$ cat src/rtl/serial_subtractor_if.sv
// Handshake bundle for serial_subtractor: operand channel (in_*, a, b, bin)
// and result channel (out_*, diff, bout). The optional ovf signal exists
// only when SERSUB_SIGNED_OVF_EN is defined.
interface serial_subtractor_if #(
  parameter int WIDTH = 8
) ();
  logic             in_valid;
  logic             in_ready;
  logic [WIDTH-1:0] a;
  logic [WIDTH-1:0] b;
  logic             bin;
  logic             out_valid;
  logic             out_ready;
  logic [WIDTH-1:0] diff;
  logic             bout;
`ifdef SERSUB_SIGNED_OVF_EN
  logic             ovf;

  modport master (
    output in_valid, a, b, bin, out_ready,
    input  in_ready, out_valid, diff, bout, ovf
  );

  modport slave (
    input  in_valid, a, b, bin, out_ready,
    output in_ready, out_valid, diff, bout, ovf
  );
`else
  modport master (
    output in_valid, a, b, bin, out_ready,
    input  in_ready, out_valid, diff, bout
  );

  modport slave (
    input  in_valid, a, b, bin, out_ready,
    output in_ready, out_valid, diff, bout
  );
`endif
endinterface

$ cat src/rtl/serial_subtractor.sv
// Bit-serial WIDTH-bit subtractor: diff = a - b - bin, LSB first, one bit per
// clock through a single full-subtractor cell and a registered borrow.
// Operands arrive on a valid/ready handshake, the result leaves on another.
// Optional macro SERSUB_SIGNED_OVF_EN adds the two's-complement overflow
// output ovf.
module serial_subtractor #(
  parameter int WIDTH = 8
) (
  input  logic               clk,
  input  logic               rst_n,
  serial_subtractor_if.slave bus
);

  localparam int              CW       = $clog2(WIDTH + 1);
  localparam logic [CW-1:0]   CNT_MAX  = CW'(WIDTH);
  localparam logic [CW-1:0]   CNT_LAST = CW'(WIDTH - 1);

  typedef enum logic [1:0] {
    IDLE,
    SHIFT,
    DONE
  } state_t;

  state_t           state_reg;
  logic [WIDTH-1:0] a_sh_reg;
  logic [WIDTH-1:0] b_sh_reg;
  logic [WIDTH-1:0] res_reg;
  logic [WIDTH-1:0] diff_reg;
  logic             br_reg;
  logic             bout_reg;
  logic             in_ready_reg;
  logic             out_valid_reg;
  logic [CW-1:0]    cnt_reg;

  logic             d_bit;
  logic             br_next;

`ifdef SERSUB_SIGNED_OVF_EN
  // Overflow is the borrow into the MSB stage xor the borrow out of it;
  // latched during the last bit cycle and published on entry to DONE.
  logic ovf_pend_reg;
  logic ovf_reg;
  assign bus.ovf = ovf_reg;
`endif

  assign bus.in_ready  = in_ready_reg;
  assign bus.out_valid = out_valid_reg;
  assign bus.diff      = diff_reg;
  assign bus.bout      = bout_reg;

  // Full-subtractor cell on the operand LSBs and the running borrow.
  always_comb begin
    d_bit   = a_sh_reg[0] ^ b_sh_reg[0] ^ br_reg;
    br_next = (~a_sh_reg[0] & b_sh_reg[0]) |
              (~(a_sh_reg[0] ^ b_sh_reg[0]) & br_reg);
  end

  // Control FSM plus datapath; all outputs are registered. The counter stops
  // at WIDTH, and the SHIFT state spends one extra cycle at the saturated
  // count to move the result into the output registers.
  always_ff @(posedge clk or negedge rst_n) begin
    if (!rst_n) begin
      state_reg     <= IDLE;
      a_sh_reg      <= '0;
      b_sh_reg      <= '0;
      res_reg       <= '0;
      diff_reg      <= '0;
      br_reg        <= 1'b0;
      bout_reg      <= 1'b0;
      in_ready_reg  <= 1'b1;
      out_valid_reg <= 1'b0;
      cnt_reg       <= '0;
`ifdef SERSUB_SIGNED_OVF_EN
      ovf_pend_reg  <= 1'b0;
      ovf_reg       <= 1'b0;
`endif
    end else begin
      case (state_reg)
        IDLE: begin
          if (bus.in_valid && in_ready_reg) begin
            a_sh_reg     <= bus.a;
            b_sh_reg     <= bus.b;
            br_reg       <= bus.bin;
            res_reg      <= '0;
            cnt_reg      <= '0;
            in_ready_reg <= 1'b0;
            state_reg    <= SHIFT;
          end
        end
        SHIFT: begin
          if (cnt_reg == CNT_MAX) begin
            diff_reg      <= res_reg;
            bout_reg      <= br_reg;
            out_valid_reg <= 1'b1;
            state_reg     <= DONE;
`ifdef SERSUB_SIGNED_OVF_EN
            ovf_reg       <= ovf_pend_reg;
`endif
          end else begin
            res_reg  <= {d_bit, res_reg[WIDTH-1:1]};
            a_sh_reg <= a_sh_reg >> 1;
            b_sh_reg <= b_sh_reg >> 1;
            br_reg   <= br_next;
            cnt_reg  <= cnt_reg + 1'b1;
`ifdef SERSUB_SIGNED_OVF_EN
            if (cnt_reg == CNT_LAST) begin
              ovf_pend_reg <= br_reg ^ br_next;
            end
`endif
          end
        end
        DONE: begin
          // Result held until consumed; no reload in the same cycle.
          if (bus.out_ready) begin
            out_valid_reg <= 1'b0;
            in_ready_reg  <= 1'b1;
            state_reg     <= IDLE;
          end
        end
        default: begin
          state_reg     <= IDLE;
          in_ready_reg  <= 1'b1;
          out_valid_reg <= 1'b0;
        end
      endcase
    end
  end

`ifndef SERSUB_SIGNED_OVF_EN
  // Keeps the last-bit index referenced in the default build.
  logic unused_cnt_last;
  assign unused_cnt_last = ^CNT_LAST;
`endif

endmodule
$ cat src/flat_wrapper.sv
// flat-port wrapper written by rule: the top's interface ports become plain ports
module serial_subtractor_flat 
#(
  parameter int WIDTH = 8
)
  (clk, rst_n, bus_in_valid, bus_a, bus_b, bus_bin, bus_out_ready, bus_in_ready, bus_out_valid, bus_diff, bus_bout);
  serial_subtractor_if #(.WIDTH(WIDTH)) bus_i ();
  input  logic clk;
  input  logic rst_n;
  input wire logic [$bits(bus_i.in_valid)-1:0] bus_in_valid;
  input wire logic [$bits(bus_i.a)-1:0] bus_a;
  input wire logic [$bits(bus_i.b)-1:0] bus_b;
  input wire logic [$bits(bus_i.bin)-1:0] bus_bin;
  input wire logic [$bits(bus_i.out_ready)-1:0] bus_out_ready;
  output wire logic [$bits(bus_i.in_ready)-1:0] bus_in_ready;
  output wire logic [$bits(bus_i.out_valid)-1:0] bus_out_valid;
  output wire logic [$bits(bus_i.diff)-1:0] bus_diff;
  output wire logic [$bits(bus_i.bout)-1:0] bus_bout;
  assign bus_i.in_valid = bus_in_valid;
  assign bus_i.a = bus_a;
  assign bus_i.b = bus_b;
  assign bus_i.bin = bus_bin;
  assign bus_i.out_ready = bus_out_ready;
  assign bus_in_ready = bus_i.in_ready;
  assign bus_out_valid = bus_i.out_valid;
  assign bus_diff = bus_i.diff;
  assign bus_bout = bus_i.bout;
  serial_subtractor #(.WIDTH(WIDTH)) u_core (.clk(clk), .rst_n(rst_n), .bus(bus_i));
endmodule
$ cat config.mk
export PLATFORM = sky130hd
export DESIGN_NAME = serial_subtractor_flat
export DESIGN_NICKNAME = d
export VERILOG_FILES = /design/src/rtl/serial_subtractor_if.sv /design/src/rtl/serial_subtractor.sv /design/src/flat_wrapper.sv
export SDC_FILE = /design/constraint.sdc
export NUM_CORES = 1
export LEC_CHECK = 0
export BUFFER_PORTS_ARGS = -buffer_cell sky130_fd_sc_hd__buf_4
export CORE_MARGIN = 4
export CORE_UTILIZATION = 43
export DETAILED_ROUTE_END_ITERATION = 10
export HOLD_SLACK_MARGIN = 0.1
export MAX_ROUTING_LAYER = met4
export PLACE_DENSITY = 0.75
export SYNTH_ARGS = -nofsm -noshare
export SYNTH_HDL_FRONTEND = slang
export SYNTH_SLANG_ARGS = --single-unit
$ cat constraint.sdc
create_clock -name clk -period 1.6 [get_ports clk]
set_clock_uncertainty 0.05 [all_clocks]
set_input_delay 0 -clock clk [delete_from_list [all_inputs] [get_ports clk]]
set_output_delay 0 -clock clk [all_outputs]
set_load 0.03 [all_outputs]
; Word level (Yosys, flattened, before mapping)
; Cells that the tools add are included.
[classes]
n_reduce_logical = 8
eq_ne = 7
bitwise_logic = 9
n_mux = 25
addsub = 1
[op_table]
columns = cell, n
row1 = two-way mux 8 bit, 6
row2 = case mux 8 bit (2 select lines), 3
row3 = AND reduction 3 bit, 4
row4 = two-way mux 4 bit, 2
row5 = case mux 4 bit (2 select lines), 1
row6 = two-way mux 1 bit, 6
row7 = two-way mux 2 bit, 3
row8 = case mux 1 bit (3 select lines), 2
row9 = case mux 2 bit (3 select lines), 1
row10 = adder 4 x 1 -> 4 bit (second input constant), 1
row11 = equality test 4 bit (second input constant), 1
row12 = inequality test 2 x 1 -> 1 bit (second input constant), 2
row13 = inequality test 2 bit (second input constant), 2
row14 = inverter 1 bit, 4
row15 = bitwise AND 1 bit, 2
row16 = equality test 2 x 1 -> 1 bit (second input constant), 1
row17 = equality test 2 bit (second input constant), 1
row18 = zero test 2 bit, 1
row19 = case mux 1 bit (2 select lines), 1
row20 = AND reduction 2 bit, 1
row21 = nonzero test 2 bit, 1
row22 = bitwise XOR 1 bit, 2
row23 = logical AND 1 bit, 1
row24 = bitwise OR 1 bit, 1
[totals]
wordCells = 60
regBits = 42

; Longest topological paths before layout
; Gate-level depths: netlist of run 1.
[logic_depth]
word_depth = 6
ltp_mapped = 7
ltp_nobuf = 5

; Least setup slack after synthesis of run 1
; No wires, ideal clock.
[synth_timing]
path_type = flip-flop to flip-flop
from = register u_core.in_ready_reg, in the netlist u_core.bus.in_ready
to = register u_core.b_sh_reg[2]
path_buffers = 2
arrival_ns = 1.562
path_slack_ns = -0.137
path_stages_with_launch = 6
required_time_ns = 1.425
cell_sequence = dfstp_2 -> nand4bb_4 -> a21bo_1 -> buf_6 -> buf_6 -> mux2_4
[synth_via]
elab_chain_cells = 3
[synth_lines]
columns = item, line_no
row1 = "start, declared", serial_subtractor.sv:31  ; logic in_ready_reg;
row2 = "start signal, assigned", serial_subtractor.sv:70  ; in_ready_reg <= 1'b1;
row3 = "start signal, assigned", serial_subtractor.sv:86  ; in_ready_reg <= 1'b0;
row4 = "start signal, assigned", serial_subtractor.sv:116  ; in_ready_reg <= 1'b1;
row5 = logical AND 1 bit, serial_subtractor.sv:80  ; if (bus.in_valid && in_ready_reg) begin
row6 = inequality test 2 x 1 -> 1 bit (no source line), -
row7 = AND reduction 3 bit (no source line), -
row8 = "end signal, assigned", serial_subtractor.sv:82  ; b_sh_reg <= bus.b;
row9 = "end signal, assigned", serial_subtractor.sv:102  ; b_sh_reg <= b_sh_reg >> 1;
row10 = "end, declared", serial_subtractor.sv:26  ; logic [WIDTH-1:0] b_sh_reg;
; Every way passes these cells.
; A chain may end at the register's enable or synchronous reset.

; Worst setup path after layout of run 1
[layout_timing]
from = register u_core.cnt_reg[1]
to = register u_core.b_sh_reg[3]
[layout_via]
elab_chain_cells = 3
[layout_lines]
columns = item, line_no
row1 = "start, declared", serial_subtractor.sv:33  ; logic [CW-1:0] cnt_reg;
row2 = "start signal, assigned", serial_subtractor.sv:104  ; cnt_reg <= cnt_reg + 1'b1;
row3 = equality test 4 bit, serial_subtractor.sv:91  ; if (cnt_reg == CNT_MAX) begin
row4 = inequality test 2 bit (no source line), -
row5 = AND reduction 3 bit (no source line), -
; Every way passes these cells.

==> results.toml, run 1 <==
[global_route]
grtUsageTotal_pct = 17.3
first_global_vias = 1487
grt_max_degree = 43
grt_pass1_wl_mm = 7.20
grt_antenna_before_repair = 0
grt-ovfl-total = 0

[floorplan]
start_util_pct = 44.6
die_w_um = 75.5
die_h_um = 75.5
fp-row-count = 24
core_area_sq_um = 4380
io_pins = 32
die_area_sq_um = 5690

[timing]
holdWs_ns = 0.181
fmax_ghz = 0.577
max-slew-margin-rel_pct = 65.0
worst_pin_slew_ns = 0.526
grt_setup_unrepaired = "yes"
slew_violations = 0
min_period_over_period_pct = 108
post-route-min-period_ns = 1.73
hold_violations = 0
setup_viol = 25
fin_ws_ns = -0.133
setup_tns_ns = -2.48

[synthesis]
synth_edf_count = 0
yosys-top-cells-count = "dfrtp_1 (41), mux2_2 (30), nand3_1 (12), nand2_1 (11), o21ai_0 (11)"
yosysWarnings = 0
async_reset_ff_share_pct = 100
synth_top_area_share_pct = 52.4
synth.most_common_cell = "dfrtp_1"
synthCells = 157
synth_seq_cells = 42
yosysTopAreaCell = "dfrtp_1"
ys_types = 32
synth_area_leaders = "dfrtp_1 (52%), mux2_2 (17%), mux2_4 (3.8%)"
avgSynthCellArea_sq_um = 12.5
ys.flop_type = "dfrtp_1"
syn-cell-area_sq_um = 1960
seq_area_frac_synth_pct = 53.8
syn_nets = 181

[critical_path]
crit_required_ns = 1.72
worstPathCellList = "inv_1, ha_2, nand3b_1, a21bo_2, buf_6, mux2_4"
max_stage_delay_ns = 0.41
path_max_fanout = 4
crit_family = "flip-flops"
cp-end-kind = "flip-flop"
slowest_stage = "dfrtp_1"
start_kind = "flip-flop"
path_buf_inv = 2
crit_arrival_ns = 1.86
critical_path_class = "reg -> reg"

[hold_path]
hold_class = "in -> async"

[route]
wl_per_cell_um = 15.2
wl_mm = 4.42
drc_errors = 0
postRouteAntennaNets = 0
drtIter0Drc = 89
drt-pass1-iter-count = 4
viasPerCell = 5.12
via_count = 1485

[power]
clock_power_share_pct = 34.9
swShare_pct = 20.7
p_total_w = 0.00181
intPower_w = 0.00144
power.share.sequential_pct = 58.5
powerDensity_nw_per_um2 = 648
switching_power_w = 0.000375
combPwrFrac_pct = 6.6
peakVddDrop_uv = 514
p_leak_nw = 1.40

[finish]
design_area_sq_um = 2800
area_growth_pct = 43.0
drive_above_1_share_pct = 50.4
num-nets-final = 262
fillers = 337
antennaDiodeCount = 0
instances_no_fill = 290

[clocking]
clockRootBuffer = "clkbuf_8"
cts_sinks = 42
tritoncts = "built"
clk_pin_slew_worst_paths_ns = 0.07
clk_latency_ns = 0.29
h-tree-depth = 2
clockBufferDepth = 2
cts_inserted_buffers = 5

[placed_design]
dpl_cell_area_sq_um = 2360
placed_cells = 253
place.port_buffers = 31
place_hpwl_mm = 2.69
gp_congestion = 0.731

[run_status]
status = "complete, but fails checks"
violations = "setup timing"

[flow_run]
cap_violations = 0
[metrics by stage]
step	utilization (%)	worst slack [ns]
after detailed placement	53.8	-0.0206
after CTS	62.1	-0.0335
after global routing	63.8	-0.155
after global placement	53.8	-0.00613
final	63.8	-0.133
after floorplan	-	-0.128
[path summary, 6_finish.rpt]
kind | from | end | slack (ns) | cells past startpoint
min | rst_n | u_core.bus.diff[3] | 0.18 | 2
max in group asynchronous | rst_n | u_core.bus.in_ready | 0.94 | 2
min reg2reg | u_core.bus.out_valid | u_core.bus.out_valid | 0.44 | 1
max reg2reg | u_core.cnt_reg[1] | u_core.b_sh_reg[3] | -0.13 | 6
max | u_core.cnt_reg[1] | u_core.b_sh_reg[3] | -0.13 | 6
min in group clk | u_core.bus.out_valid | u_core.bus.out_valid | 0.44 | 1
[power groups by stage]
stage                logic, W  clock network, W  registers (W)
finish               0.000120          0.000632        0.00106
global route         0.000132          0.000695        0.00106
CTS                  0.000118          0.000639        0.00106
detailed placement  0.0000807                 0        0.00108
global placement    0.0000807                 0        0.00108
floorplan           0.0000190                 0        0.00108
[layer usage]
metal | wire (um) | GRT usage [%] | up-vias
li1 | - | - | 709
met1 | 1930 | 22.8 | 731
met2 | 2240 | 27.1 | 38
met3 | 191 | 3.30 | 7
met4 | 60 | 5.83 | 0
met5 | 0 | - | -
[kinds of logic after synthesis]
kind of cell / after synthesis / synth area share [%]
simple gates: 37 / 10.5
buf+inv: 17 / 4.73
compound gates: 20 / 6.07
mux: 38 / 22.6
fa+ha+maj: 3 / 2.30
flops: 42 / 53.8
[layout make-up]
class | count | area (sq um) | share of cell area, %
flip-flops and latches | 42 | 1050 | 37.6
clock buffers | 7 | 76.3 | 2.73
multi-input cells | 98 | 863 | 30.9
repair buffers | 83 | 711 | 25.4
well taps | 52 | 65.1 | 2.33
inverters | 8 | 30.0 | 1.07
[cell usage in the layout (no fill, tap or decap), drive strengths merged, types with 2 or more instances in the layout]
cell	instances
nor2	3
dfrtp	41
o21ai	11
clkbuf	7
mux2	35
nand4	2
o22ai	2
dlygate4sd3	20
inv	8
ha	2
buf	63
a21o	2
mux2i	3
a21oi	2
nand2	11
nand3	12
[repair_timing]
action / in CTS / in global routing
gates resized for setup: 9 / 26
pin swaps: 1 / 5
setup buffers: 8 / 3
endpoints found under the hold margin: 62 / 1
setup endpoints to repair: 23 / 39
hold buffers: 20 / 1
Power figures use the tool's default switching activity.
==> run 2: changes to the inputs <==
- REMOVE_ABC_BUFFERS: default -> 1
==> results.toml, run 2 (synthesized netlist as in run 1, its figures left out) <==
[global_route]
grt_antenna_before_repair = 0
grt-ovfl-total = 0
first_global_vias = 1464
grt_pass1_wl_mm = 6.49
grtUsageTotal_pct = 15.9
grt_max_degree = 43

[timing]
min_period_over_period_pct = 100
worst_pin_slew_ns = 0.519
setup_viol = 1
fin_ws_ns = -0.00289
setup_tns_ns = -0.00289
slew_violations = 0
fmax_ghz = 0.624
holdWs_ns = 0.161
hold_violations = 0
grt_setup_unrepaired = "yes"
max-slew-margin-rel_pct = 65.4
post-route-min-period_ns = 1.60

[floorplan]
die_area_sq_um = 5690
die_w_um = 75.5
fp-row-count = 24
die_h_um = 75.5
start_util_pct = 44.6
core_area_sq_um = 4380
io_pins = 32

[critical_path]
path_buf_inv = 2
crit_family = "flip-flops"
r2r_cells = 6
crit_arrival_ns = 1.74
reg2reg_to = "u_core.b_sh_reg[5]"
rr_startpoint = "u_core.cnt_reg[0]"
start_kind = "flip-flop"
worstPathCellList = "inv_2, ha_1, nand3b_1, a21bo_2, buf_4, mux2_4"
ff2ff_setup_slack_ns = -0.003
crit_start = "u_core.cnt_reg[0]"
max_stage_delay_ns = 0.40
critical_path_class = "reg -> reg"
cp-end-kind = "flip-flop"
slowest_stage = "dfrtp_1"
crit_required_ns = 1.74
path_max_fanout = 4

[clocking]
clk_pin_slew_worst_paths_ns = 0.08
h-tree-depth = 2
cts_sinks = 42
clk_latency_ns = 0.30
cts_inserted_buffers = 5
clockRootBuffer = "clkbuf_8"
tritoncts = "built"
clockBufferDepth = 2

[route]
viasPerCell = 4.98
wl_mm = 3.79
m1WireLength_mm = 1.72
dr_wl_met2_mm = 1.80
wl_per_cell_um = 13.5
postRouteAntennaNets = 0
drc_errors = 0
drtIter0Drc = 127
highest_layer = "met4"
wl_met3_um = 190
via_count = 1399
drt-pass1-iter-count = 4

[placed_design]
post-place-ws_ns = -0.00395
place_hpwl_mm = 2.49
place.port_buffers = 31
gp_congestion = 0.700

[power]
p_total_w = 0.00200
powerDensity_nw_per_um2 = 732
peakVddDrop_uv = 531
p_leak_nw = 1.36

[run_status]
status = "complete, but fails checks"
violations = "setup timing"

[finish]
num-nets-final = 252
antennaDiodeCount = 0
fillers = 344
area_growth_pct = 39.8
mostFrequentLayoutCells = "buf_4 (48), dfrtp_1 (41), mux2_2 (20), dlygate4sd3_1 (20), mux2_4 (15)"
drive_above_1_share_pct = 44.5
mostFrequentLayoutCell = "buf_4"

[flow_run]
cap_violations = 0

[hold_path]
hold_class = "in -> async"
run 2: changes by cell type in the layout (fill, tap and decap cells not counted), moves of 2 or more:
cell      previous run  this run
clkinv_2             0         2
o21ai_0              2         8
clkbuf_1             2         0
o21ai_2              7         0
mux2_4               6        15
buf_6                8         4
buf_4               54        48
mux2_2              29        20
run 2: stage by stage:
| stage | util [%] | cells | cell area [sq um] |
|---|---|---|---|
| 6_report | 62.4 | 281 | 2740 |
| 5_1_grt | 62.4 | 281 | 2740 |
| 4_1_cts | 60.5 | 277 | 2650 |
| 3_5_place_dp | 53.4 | 249 | 2340 |
| 3_3_place_gp | 53.4 | 249 | 2340 |
| 2_1_floorplan | - | 148 | 1890 |
run 2: routing by layer:
metal	vias to the layer above	track usage (%)
li1	691	-
met5	-	-
met1	667	19.3
met4	0	8.16
met3	8	3.56
met2	33	24.7
run 2: cell type report:
class | count | area (sq um) | area share, %
Sequential cell | 42 | 1050 | 38.5
Clock buffer | 5 | 68.8 | 2.51
Tap cell | 52 | 65.1 | 2.38
Clock inverter | 3 | 40.0 | 1.46
Inverter | 8 | 30.0 | 1.10
Timing Repair Buffer | 73 | 626 | 22.9
Multi-Input combinational cell | 98 | 855 | 31.2
run 2: where the power goes:
| group | switching (W) | internal, W | leakage, nW |
|---|---|---|---|
| sequential | 0 | 0.00106 | 0.510 |
| clock | 0.000364 | 0.000459 | 0.0579 |
| combinational | 0.0000419 | 0.0000768 | 0.797 |
run 2: worst register-to-register path, stage by stage, from the launching register on:
cell      delay [ns]
dfrtp_1         0.40
inv_2           0.06
ha_1            0.13
nand3b_1        0.14
a21bo_2         0.26
buf_4           0.16
mux2_4          0.29
run 2: timing repair:
item | 4_1_cts | 5_1_grt
cloned | 0 | 1
setup endpoints to repair | 8 | 36
buffers inserted | 0 | 3
gates resized for setup | 0 | 21
hold buffers | 20 | 1
pin swaps | 0 | 2
endpoints found under the hold margin | 62 | 1
run 2: how the worst max path moves through the flow:
stage / depth (start not counted) / slack, ns / end
finish: 6 / -0.003 / u_core.b_sh_reg[5]
global route: 6 / -0.09 / u_core.a_sh_reg[0]
CTS: 6 / -0.008 / u_core.bus.diff[6]
detailed placement: 6 / -0.004 / u_core.bus.diff[6]
global placement: 4 / 0.05 / u_core.a_sh_reg[4]
floorplan: 3 / -1.10 / u_core.a_sh_reg[0]
==> run 3: changes to the inputs <==
- CORE_UTILIZATION: 43 -> 23
- PLACE_DENSITY: 0.75 -> 0.5
==> results.toml, run 3 (synthesized netlist as in run 1, its figures left out) <==
[floorplan]
io_pins = 32
die_h_um = 100
die_area_sq_um = 10000
die_w_um = 100
start_util_pct = 23.7
fp-row-count = 33
core_area_sq_um = 8260

[clocking]
tritoncts = "built"
cts_inserted_buffers = 5
clk_latency_ns = 0.30
cts_sinks = 42
clockBufferDepth = 2
clk_pin_slew_worst_paths_ns = 0.08
h-tree-depth = 2
clockRootBuffer = "clkbuf_8"

[finish]
instances_no_fill = 339
mostFrequentLayoutCells = "buf_4 (53), dfrtp_1 (40), mux2_2 (24)"
drive_above_1_share_pct = 47.4
area_growth_pct = 47.0
antennaDiodeCount = 0
num-nets-final = 257
final_core_util_pct = 34.8
mostFrequentLayoutCell = "buf_4"

[placed_design]
post-place-ws_ns = -0.0409
placed_cells = 306
gp_congestion = 0.714
place_hpwl_mm = 2.93
place.port_buffers = 31

[global_route]
first_global_vias = 1484
grt-ovfl-total = 0
grtUsageTotal_pct = 9.35
grt_antenna_before_repair = 0
grt_pass1_wl_mm = 7.21
grt_max_degree = 43
met1_usage_pct = 12.3
met3_usage_pct = 2.64
met2_usage_pct = 14.2
grt-busiest-layer = "met2"

[critical_path]
crit_required_ns = 1.73
start_kind = "flip-flop"
crit_arrival_ns = 1.75
crit_start = "u_core.cnt_reg[0]"
cp-end-kind = "flip-flop"
path_max_fanout = 8
rr_startpoint = "u_core.cnt_reg[0]"
critical_path_class = "reg -> reg"

[timing]
grt_setup_unrepaired = "yes"
min_period_over_period_pct = 102
setup_viol = 16
fin_ws_ns = -0.0251
worst_pin_slew_ns = 0.550
hold_violations = 0
post-route-min-period_ns = 1.63
max-slew-margin-rel_pct = 63.3
slew_violations = 0
fmax_ghz = 0.615

[flow_run]
cap_violations = 0

[power]
peakVddDrop_uv = 345
p_leak_nw = 1.41
powerDensity_nw_per_um2 = 769

[route]
drtIter0Drc = 40
drt-pass1-iter-count = 4
wl_per_cell_um = 12.3
wl_mm = 4.18
via_count = 1385
drc_errors = 0
postRouteAntennaNets = 0
viasPerCell = 4.09

[hold_path]
hold_class = "in -> async"

[run_status]
status = "complete, but fails checks"
violations = "setup timing"
run 3: final timing paths:
path,end,slack [ns],cells past startpoint
worst min register to register,u_core.bus.out_valid,0.44,1
worst max register to register,u_core.a_sh_reg[1],-0.03,6
worst max-delay path,u_core.a_sh_reg[1],-0.03,6
worst min-delay path,u_core.bus.diff[0],0.18,2
max in group asynchronous,u_core.state_reg[1],0.92,2
min in group clk,u_core.bus.out_valid,0.44,1
run 3: through the flow:
step                cell area (sq um)  TNS, ns  hold slack [ns]  power, W
floorplan                        1890   -29.52           -0.346   0.00110
global placement                 2430  -0.0634          -0.0193   0.00117
detailed placement               2430   -0.297          -0.0226   0.00117
CTS                              2810   -0.230            0.205   0.00225
global route                     2880    -3.04            0.237   0.00231
finish                           2880   -0.288            0.184   0.00221
run 3: report_power, final:
part | switching (W) | leakage, nW | total [W] | internal, W
combinational | 0.0000429 | 0.830 | 0.000120 | 0.0000767
clock | 0.000365 | 0.0714 | 0.00103 | 0.000666
sequential | 0 | 0.509 | 0.00106 | 0.00106
run 3: area by class of cell:
cell class              count  area (sq um)
flip-flops and latches     42          1050
clock inverters             2          60.1
fillers                   847          5380
multi-input cells          98           865
repair buffers             78           654
clock buffers               6          82.6
well taps                 105           131
inverters                   8          30.0
run 3: timing repair:
action / 4_1_cts / 5_1_grt
pin swaps: 0 / 3
resized for setup: 5 / 23
hold endpoints to repair: 62 / 0
endpoints found under the setup margin: 22 / 38
cloned: 0 / 0
hold buffers: 20 / 0
setup buffers: 3 / 2
run 3: worst max-delay path, stage by stage, from the launching register on:
cell	delay (ns)
dfrtp_1	0.35
inv_1	0.06
ha_1	0.19
nand3b_1	0.17
a21bo_1	0.20
buf_6	0.16
mux2_2	0.34
run 3: layer usage:
metal,routed length (um),part of all wire (%)
met2,1940,46
met5,0,0
met3,202,4.8
met4,24,0.57
met1,2020,48
